===== src/rtl/calc_pkg.sv =====
// Shared definitions for the calc arbiter: requester count, FSM encoding and the
// round-robin winner function.
package calc_pkg;

  localparam int unsigned NUM_REQ = 4;

  localparam logic [1:0] ST_IDLE      = 2'd0;
  localparam logic [1:0] ST_GRANT     = 2'd1;
  localparam logic [1:0] ST_WAIT_DONE = 2'd2;

  typedef enum logic [1:0] {
    IDLE      = ST_IDLE,
    GRANT     = ST_GRANT,
    WAIT_DONE = ST_WAIT_DONE
  } state_t;

  // Nearest set request after 'last', wrapping; the scan runs far-to-near so the
  // closest index overwrites the result last.
  function automatic logic [1:0] rr_pick(input logic [NUM_REQ-1:0] req,
                                         input logic [1:0]         last);
    logic [1:0] idx;
    rr_pick = last;
    for (int k = NUM_REQ; k >= 1; k--) begin
      idx = last + 2'(k);
      if (req[idx]) rr_pick = idx;
    end
  endfunction

endpackage


===== src/rtl/mux4.sv =====
// Four-way operand multiplexer.
module mux4 #(
  parameter int unsigned WIDTH = 4
) (
  input  logic [1:0]       sel,
  input  logic [WIDTH-1:0] in0,
  input  logic [WIDTH-1:0] in1,
  input  logic [WIDTH-1:0] in2,
  input  logic [WIDTH-1:0] in3,
  output logic [WIDTH-1:0] out
);

  always_comb begin
    out = in0;
    unique case (sel)
      2'd0: out = in0;
      2'd1: out = in1;
      2'd2: out = in2;
      2'd3: out = in3;
    endcase
  end

endmodule


===== src/rtl/calc_arbiter.sv =====
// Round-robin arbiter granting four requesters access to one shared ALU.
// Define CALC_ARB_TIMEOUT_EN to abort an operation whose alu_done never arrives.
module calc_arbiter
  import calc_pkg::*;
#(
  parameter int unsigned WIDTH   = 4,
  parameter int unsigned TIMEOUT = 15
) (
  input  logic               clk,
  input  logic               rst,
  input  logic [NUM_REQ-1:0] req,
  input  logic [WIDTH-1:0]   in0,
  input  logic [WIDTH-1:0]   in1,
  input  logic [WIDTH-1:0]   in2,
  input  logic [WIDTH-1:0]   in3,
  input  logic               alu_done,
  output logic [NUM_REQ-1:0] gnt,
  output logic [1:0]         sel,
  output logic [WIDTH-1:0]   op_data,
  output logic               alu_start,
  output logic               busy,
  output logic               err
);

  state_t     state;
  logic [1:0] last;
  logic [1:0] pick;

  assign pick = rr_pick(req, last);
  assign busy = (state != IDLE);

`ifdef CALC_ARB_TIMEOUT_EN
  localparam int unsigned CntW = $clog2(TIMEOUT + 1);
  logic [CntW-1:0] cnt;
  logic            err_q;
  assign err = err_q;
`else
  logic unused_timeout;
  assign unused_timeout = ^TIMEOUT;
  assign err = 1'b0;
`endif

  always_ff @(posedge clk or posedge rst) begin
    if (rst) begin
      state     <= IDLE;
      gnt       <= '0;
      sel       <= 2'd0;
      last      <= 2'd3;
      alu_start <= 1'b0;
`ifdef CALC_ARB_TIMEOUT_EN
      cnt       <= '0;
      err_q     <= 1'b0;
`endif
    end else begin
      alu_start <= 1'b0;
`ifdef CALC_ARB_TIMEOUT_EN
      err_q     <= 1'b0;
`endif
      case (state)
        IDLE: begin
          if (|req) begin
            sel       <= pick;
            gnt       <= '0;
            gnt[pick] <= 1'b1;
            state     <= GRANT;
          end
        end
        GRANT: begin
          alu_start <= 1'b1;
          state     <= WAIT_DONE;
`ifdef CALC_ARB_TIMEOUT_EN
          cnt       <= '0;
`endif
        end
        WAIT_DONE: begin
          // alu_done wins over a timeout landing on the same edge
          if (alu_done) begin
            gnt   <= '0;
            last  <= sel;
            state <= IDLE;
          end
`ifdef CALC_ARB_TIMEOUT_EN
          else if (cnt == CntW'(TIMEOUT - 1)) begin
            gnt   <= '0;
            last  <= sel;
            err_q <= 1'b1;
            state <= IDLE;
          end else begin
            cnt <= cnt + CntW'(1);
          end
`endif
        end
        default: begin
          gnt   <= '0;
          state <= IDLE;
        end
      endcase
    end
  end

  mux4 #(
    .WIDTH(WIDTH)
  ) u_mux4 (
    .sel(sel),
    .in0(in0),
    .in1(in1),
    .in2(in2),
    .in3(in3),
    .out(op_data)
  );

endmodule


===== config.mk =====
export PLATFORM = sky130hd
export DESIGN_NAME = calc_arbiter
export DESIGN_NICKNAME = d
export VERILOG_FILES = /design/src/rtl/calc_pkg.sv /design/src/rtl/mux4.sv /design/src/rtl/calc_arbiter.sv
export SDC_FILE = /design/constraint.sdc
export NUM_CORES = 1
export LEC_CHECK = 0
export CORE_ASPECT_RATIO = 1.25
export CORE_MARGIN = 1.5
export CORE_UTILIZATION = 39
export CTS_BUF_LIST = sky130_fd_sc_hd__clkbuf_2 sky130_fd_sc_hd__clkbuf_4 sky130_fd_sc_hd__clkbuf_8
export CTS_CLUSTER_SIZE = 30
export DETAILED_ROUTE_END_ITERATION = 12
export GPL_ROUTABILITY_DRIVEN = 0
export GPL_TIMING_DRIVEN = 0
export PLACE_DENSITY = 0.8
export SETUP_SLACK_MARGIN = 0.05
export SKIP_LAST_GASP = 1
export SLEW_MARGIN = 0
export SYNTH_ARGS = -nofsm -noshare
export SYNTH_HDL_FRONTEND = slang
export SYNTH_HIERARCHICAL = 1
export SYNTH_SLANG_ARGS = --single-unit

===== constraint.sdc =====
create_clock -name clk -period 2 [get_ports clk]
set_input_delay 0.4 -clock clk [delete_from_list [all_inputs] [get_ports clk]]
set_output_delay 0.4 -clock clk [all_outputs]
set_load 0.005 [all_outputs]

* Word-level counts from Yosys, hierarchy flattened
Index checks and enable logic that the tools add are counted. W data, S select, Z words.
Storage, ports and cells: bits of input ports 23, output and inout port bits 13, word-level logic and storage cells 49, register bits after elaboration 11
Cells by class: reduce and logical (&&, ||, !) cells 9, multiplexer cells 19, add/subtract/negate cells 3, bitwise gates (word level) 1, eq/ne operators 7, order comparisons 5
Operators with widths (number):
- $pmux W4 S4 | 1
- $lt A2 B3 Y1 const B | 4
- $pmux W4 S3 | 1
- $mux W2 | 5
- $mux W4 | 2
- $bmux W1 S2 | 3
- $eq A2 B2 Y1 const B | 3
- $pmux W2 S3 | 1
- $reduce_and A2 Y1 | 3
- $mux W1 | 5
- $add A2 B2 Y2 const B | 2
- $eq A2 B1 Y1 const B | 2
- $logic_not A2 Y1 | 2
- $ne A2 B2 Y1 const B | 2
- $reduce_or A4 Y1 | 1
- $reduce_and A3 Y1 | 1
- $add A2 B1 Y2 const B | 1
- $demux W1 S2 | 1
- $ge A2 B1 Y1 const B | 1
- $reduce_bool A2 Y1 | 1
- $logic_and A1 B1 Y1 | 1
- $not A1 Y1 | 1

* Longest topological paths before layout
word-level depth 12, mapped depth 5, mapped depth without buffers 4

* By module
The synthesis kept the hierarchy.
By module, submodules not included:
- calc_arbiter | sequential area each 277.8 µm², times used 1, area an instance 563.0 µm², cells an instance 53
- mux4 | sequential area each 0.0 µm², times used 1, area an instance 105.1 µm², cells an instance 4

* Worst setup path after synthesis
OpenSTA, ideal clock, no wires.
path type register -> register, start register last[1], end register gnt[0], stages on the path, launching flop included 6, period minus slack after synthesis 1.457 ns, buffers on the path 1, data arrival time 1.391 ns, slack 0.543 ns, required time 1.934 ns, setup time 0.066 ns, cells stage by stage dfstp_2 -> buf_6 -> mux2i_1 -> nor2_1 -> a311oi_2 -> a32o_2
On the way: longest elaborated chain between the ends 12, elaborated cells on any way between the ends 19, classes of those cells add/sub: 3; order compare: 2; mux: 13; reduce/logical: 1
RTL lines:
- from (decl) | RTL line calc_arbiter.sv:26 | logic [1:0] last;
- from (signal assigned) | RTL line calc_arbiter.sv:79 | last <= sel;
- $add A2 B2 Y2 | RTL line calc_pkg.sv:24 | idx = last + 2'(k);
- $bmux W1 S2 | RTL line calc_pkg.sv:25 | if (req[idx]) rr_pick = idx;
- $mux W1 (not written as such) | RTL line calc_pkg.sv:25
- $mux W2 (2 in a row) | RTL line calc_pkg.sv:25
- $mux W2 (*) | RTL line calc_pkg.sv:25
- $lt A2 B3 Y1 (not written as such) / $ge A2 B1 Y1 (equally long branches) | RTL line calc_arbiter.sv:64 | gnt[pick] <= 1'b1;
- $logic_and A1 B1 Y1 (not written as such) | RTL line calc_arbiter.sv:64
- $mux W1 (not written as such) | RTL line calc_arbiter.sv:64
- $demux W1 S2 (*) | RTL line calc_arbiter.sv:64
- $mux W4 (*) | RTL line calc_arbiter.sv:61 | if (|req) begin
- $pmux W4 S3 (*) | RTL line calc_arbiter.sv:59 | case (state)
- to (signal assigned) | RTL line calc_arbiter.sv:63 | gnt <= '0;
- to (signal, indexed assignment) | RTL line calc_arbiter.sv:64
- to (signal assigned) | RTL line calc_arbiter.sv:78 | gnt <= '0;
- to (decl) | RTL line calc_arbiter.sv:17 | output logic [NUM_REQ-1:0] gnt,
Every way passes the cells marked *; elsewhere a longest branch is shown, timed or not. The select of a mux whose other input is x is not followed. A chain may end at the register's enable or synchronous reset.

* Final worst setup path
start register sel[0], end output op_data[1]
On the way: longest elaborated chain between the ends 2, elaborated cells on any way between the ends 5, classes of those cells eq/ne: 3; mux: 1; reduce/logical: 1
RTL lines:
- from (decl) | RTL line calc_arbiter.sv:18 | output logic [1:0] sel,
- from (signal assigned) | RTL line calc_arbiter.sv:62 | sel <= pick;
- $eq A2 B2 Y1 (tied with other cells) | RTL line mux4.sv:15 | unique case (sel)
- $pmux W4 S4 (*) | RTL line mux4.sv:15
- to (decl) | RTL line calc_arbiter.sv:19 | output logic [WIDTH-1:0] op_data,
Every way passes the cells marked *; elsewhere a longest branch is shown, timed or not.

==> run metrics <==
via count=605; clock skew=0.00464 ns; startpoint types=register; P per Cell Area=1250 nW/µm²; worst setup path class=register to output pin; initial antenna violation count=0; worst-path cell chain=buf_4 > mux4_1 > clkdlybuf4s15_1; Final WS setup=~0.087 ns; Post-Syn Area per Cell=11.7 µm²; Peak VDD IR=0.000771 V; post-DP HPWL=~1.2 mm; CP Max Fanout=2; Root Driver=clkbuf_4; yosys warns=6; Worst path slowest cell=mux4_1; top layer in use=met4; vias per cell=5.31; r2r setup slk=0.39 ns; fraction of layout cells with a size suffix above 1=21.9%; CTS Sinks=11; DRC viols=0; fin nets=120; post-synthesis instance area=668 µm²; outcome=finished clean; Clk pin slew, worst setup/hold paths=about 0.070 ns; Final setup viols=0; Unique masters post-synth=30; Seq/Total Area, Yosys=between 40 and 50%; CTS tree=built; max_cap viols=0; PortBufs=34; Max Fclk=0.523 GHz; r2r startpoint=last[1]$_DFFE_PP1P_; Leak=0.000461 µW; Final Non-Filler Cells=114; DP Worst Slack=-0.174 ns; TritonCTS Buffers=3; DRT iter0 DRCs=5; commonest cells after routing, fill and taps aside=clkdlybuf4s50_1 (30), dfrtp_1 (8), inv_1 (5); diodes inserted=0; placed insts=about 110; routed wire length on met2=851 µm; #FFs+latches synth=11; crit path DAT=1.51 ns; Clock Latency Late Sink=between 0.2 and 0.3 ns; reg2reg end=gnt[0]$_DFFE_PP0P_; Post-Synthesis Cells=57; total track usage=between 10% and 20%; Final Max Tran Viols=0; first-pass iteration count of the detailed router=4; WL/cell=14.2 µm; min cycle time layout=1.91 ns; number of global-route vias before repair=591; CP max stage delay=0.53 ns; Area growth syn-to-layout=59.2%; Die Ht=49.3 µm; leading cell type in the layout, fill and taps excluded=clkdlybuf4s50_1; total congestion overflow=0; pin count of the biggest net entering global routing=12; first-pass GRT wire length=2.57 mm; # IOs=36; worst min path class=input port to asynchronous set/reset pin; die area=roughly 2000 µm²; CP Capture Type=output pin; clock buffer depth=2; Die Wd=40.0 µm; Fin. Hold Viols=0; setup repair after global routing missed its margin=true; H-tree level count=1; WL final=1.62 mm; wire length on met3=80 µm; net count after synthesis=80; Worst Path Required=1.60 ns; Core Area=between 1500 and 2000 µm²; Tcrit/Tclk final=95.6%; R2R depth=5; hold-fix buffers at CTS=0; Initial Util=42.2%; Metal-1 WL=approximately 660 µm; # rows=16; Detail Route Antenna Nets=0
==> worst max-delay path, delay by kind of cell (launching register included) <==
family	cells	cell delay, ns
buffers and inverters	2	0.35
flip-flops	1	0.37
multiplexers	1	0.53
==> kinds of logic (layout without fill, tap and decap cells) <==
logic type      count (synthesis)  in the layout  share of synthesized area (%)
simple gates                   18             18                           15.9
compound gates                 12             12                           15.4
flops                          11             11                           41.6
buf+inv                         8             47                           6.18
mux                             7              7                           20.4
other cells                     1              1                          0.561
==> layout make-up <==
class	count	area, µm²
Multi-Input combinational cell	38	345
Sequential cell	11	279
Timing Repair Buffer	36	349
Tap cell	18	22.5
Inverter	5	18.8
Fill cell	134	518
Buffer	2	18.8
Clock buffer	4	30.0
==> where the power goes <==
part	internal, µW	switching (µW)	leakage (µW)	total (µW)
Combinational	451	301	0.000308	752
Clock	90.7	69.7	0.0000184	160
Sequential	340	76.1	0.000134	416
Total	882	446	0.000461	1330
==> flip-flops by register name (all words and copies together) (netlist names) <==
register and count:
gnt 4, last 2, sel 2, state 2, alu_start 1
==> per-layer routing <==
layer / GRT usage [%] / up-vias
met5: 0 / -
met4: 12.6 / 0
met3: 3.65 / 4
met2: 30.1 / 18
met1: 21.9 / 292
li1: - / 291
==> worst max-delay path by stage <==
stage                             start                  to  slack, ns  cells past startpoint
floorplan           last[1]$_DFFE_PP1P_  gnt[0]$_DFFE_PP0P_       0.54                      5
global route         sel[0]$_DFFE_PP0P_          op_data[1]       0.05                      3
detailed placement               in1[0]          op_data[0]      -0.17                      3
CTS                              in3[0]          op_data[0]       0.04                      3
finish               sel[0]$_DFFE_PP0P_          op_data[1]       0.09                      3
global placement                 in1[1]          op_data[1]      -0.14                      3
==> cells in the mapped netlist, drive strengths merged <==
library cell / instances / share of area, %
a21oi: 3 / 2.2
a311oi: 1 / 2.2
a32o: 2 / 3.2
and3b: 1 / 1.3
buf: 2 / 2.8
clkbuf: 1 / 0.56
conb: 1 / 0.56
dfrtp: 9 / 34
dfstp: 2 / 7.9
inv: 5 / 2.8
mux2: 1 / 1.7
mux2i: 2 / 3.0
mux4: 4 / 16
nand2: 4 / 2.2
nand2b: 4 / 3.7
nand3b: 1 / 1.1
nor2: 3 / 2.1
nor2b: 1 / 0.94
nor4: 1 / 0.94
o21ai: 3 / 2.2
o221ai: 1 / 2.2
o31ai: 1 / 1.9
o41ai: 1 / 1.3
or2: 1 / 0.94
or3: 1 / 0.94
or4: 1 / 1.7
==> timing repair <==
| action | CTS | global route |
|---|---|---|
| endpoints found under the setup margin | 4 | 4 |
| gates cloned | 0 | 0 |
| setup buffers | 2 | 0 |
| gates resized for setup | 9 | 4 |
==> through the flow <==
stage	hold slack [ns]	setup TNS [ns]	instance area [µm²]	total power, µW	utilization (%)
after detailed placement	0.482	-0.646	1030	1170	65.2
after CTS	0.426	0	1070	1350	67.8
after global routing	0.467	0	1060	1430	67.2
after global placement	0.465	-0.555	1030	1150	65.2
after floorplan	0.251	0	668	813	-
final	0.416	0	1060	1330	67.2
Power figures use the tool's default switching activity.
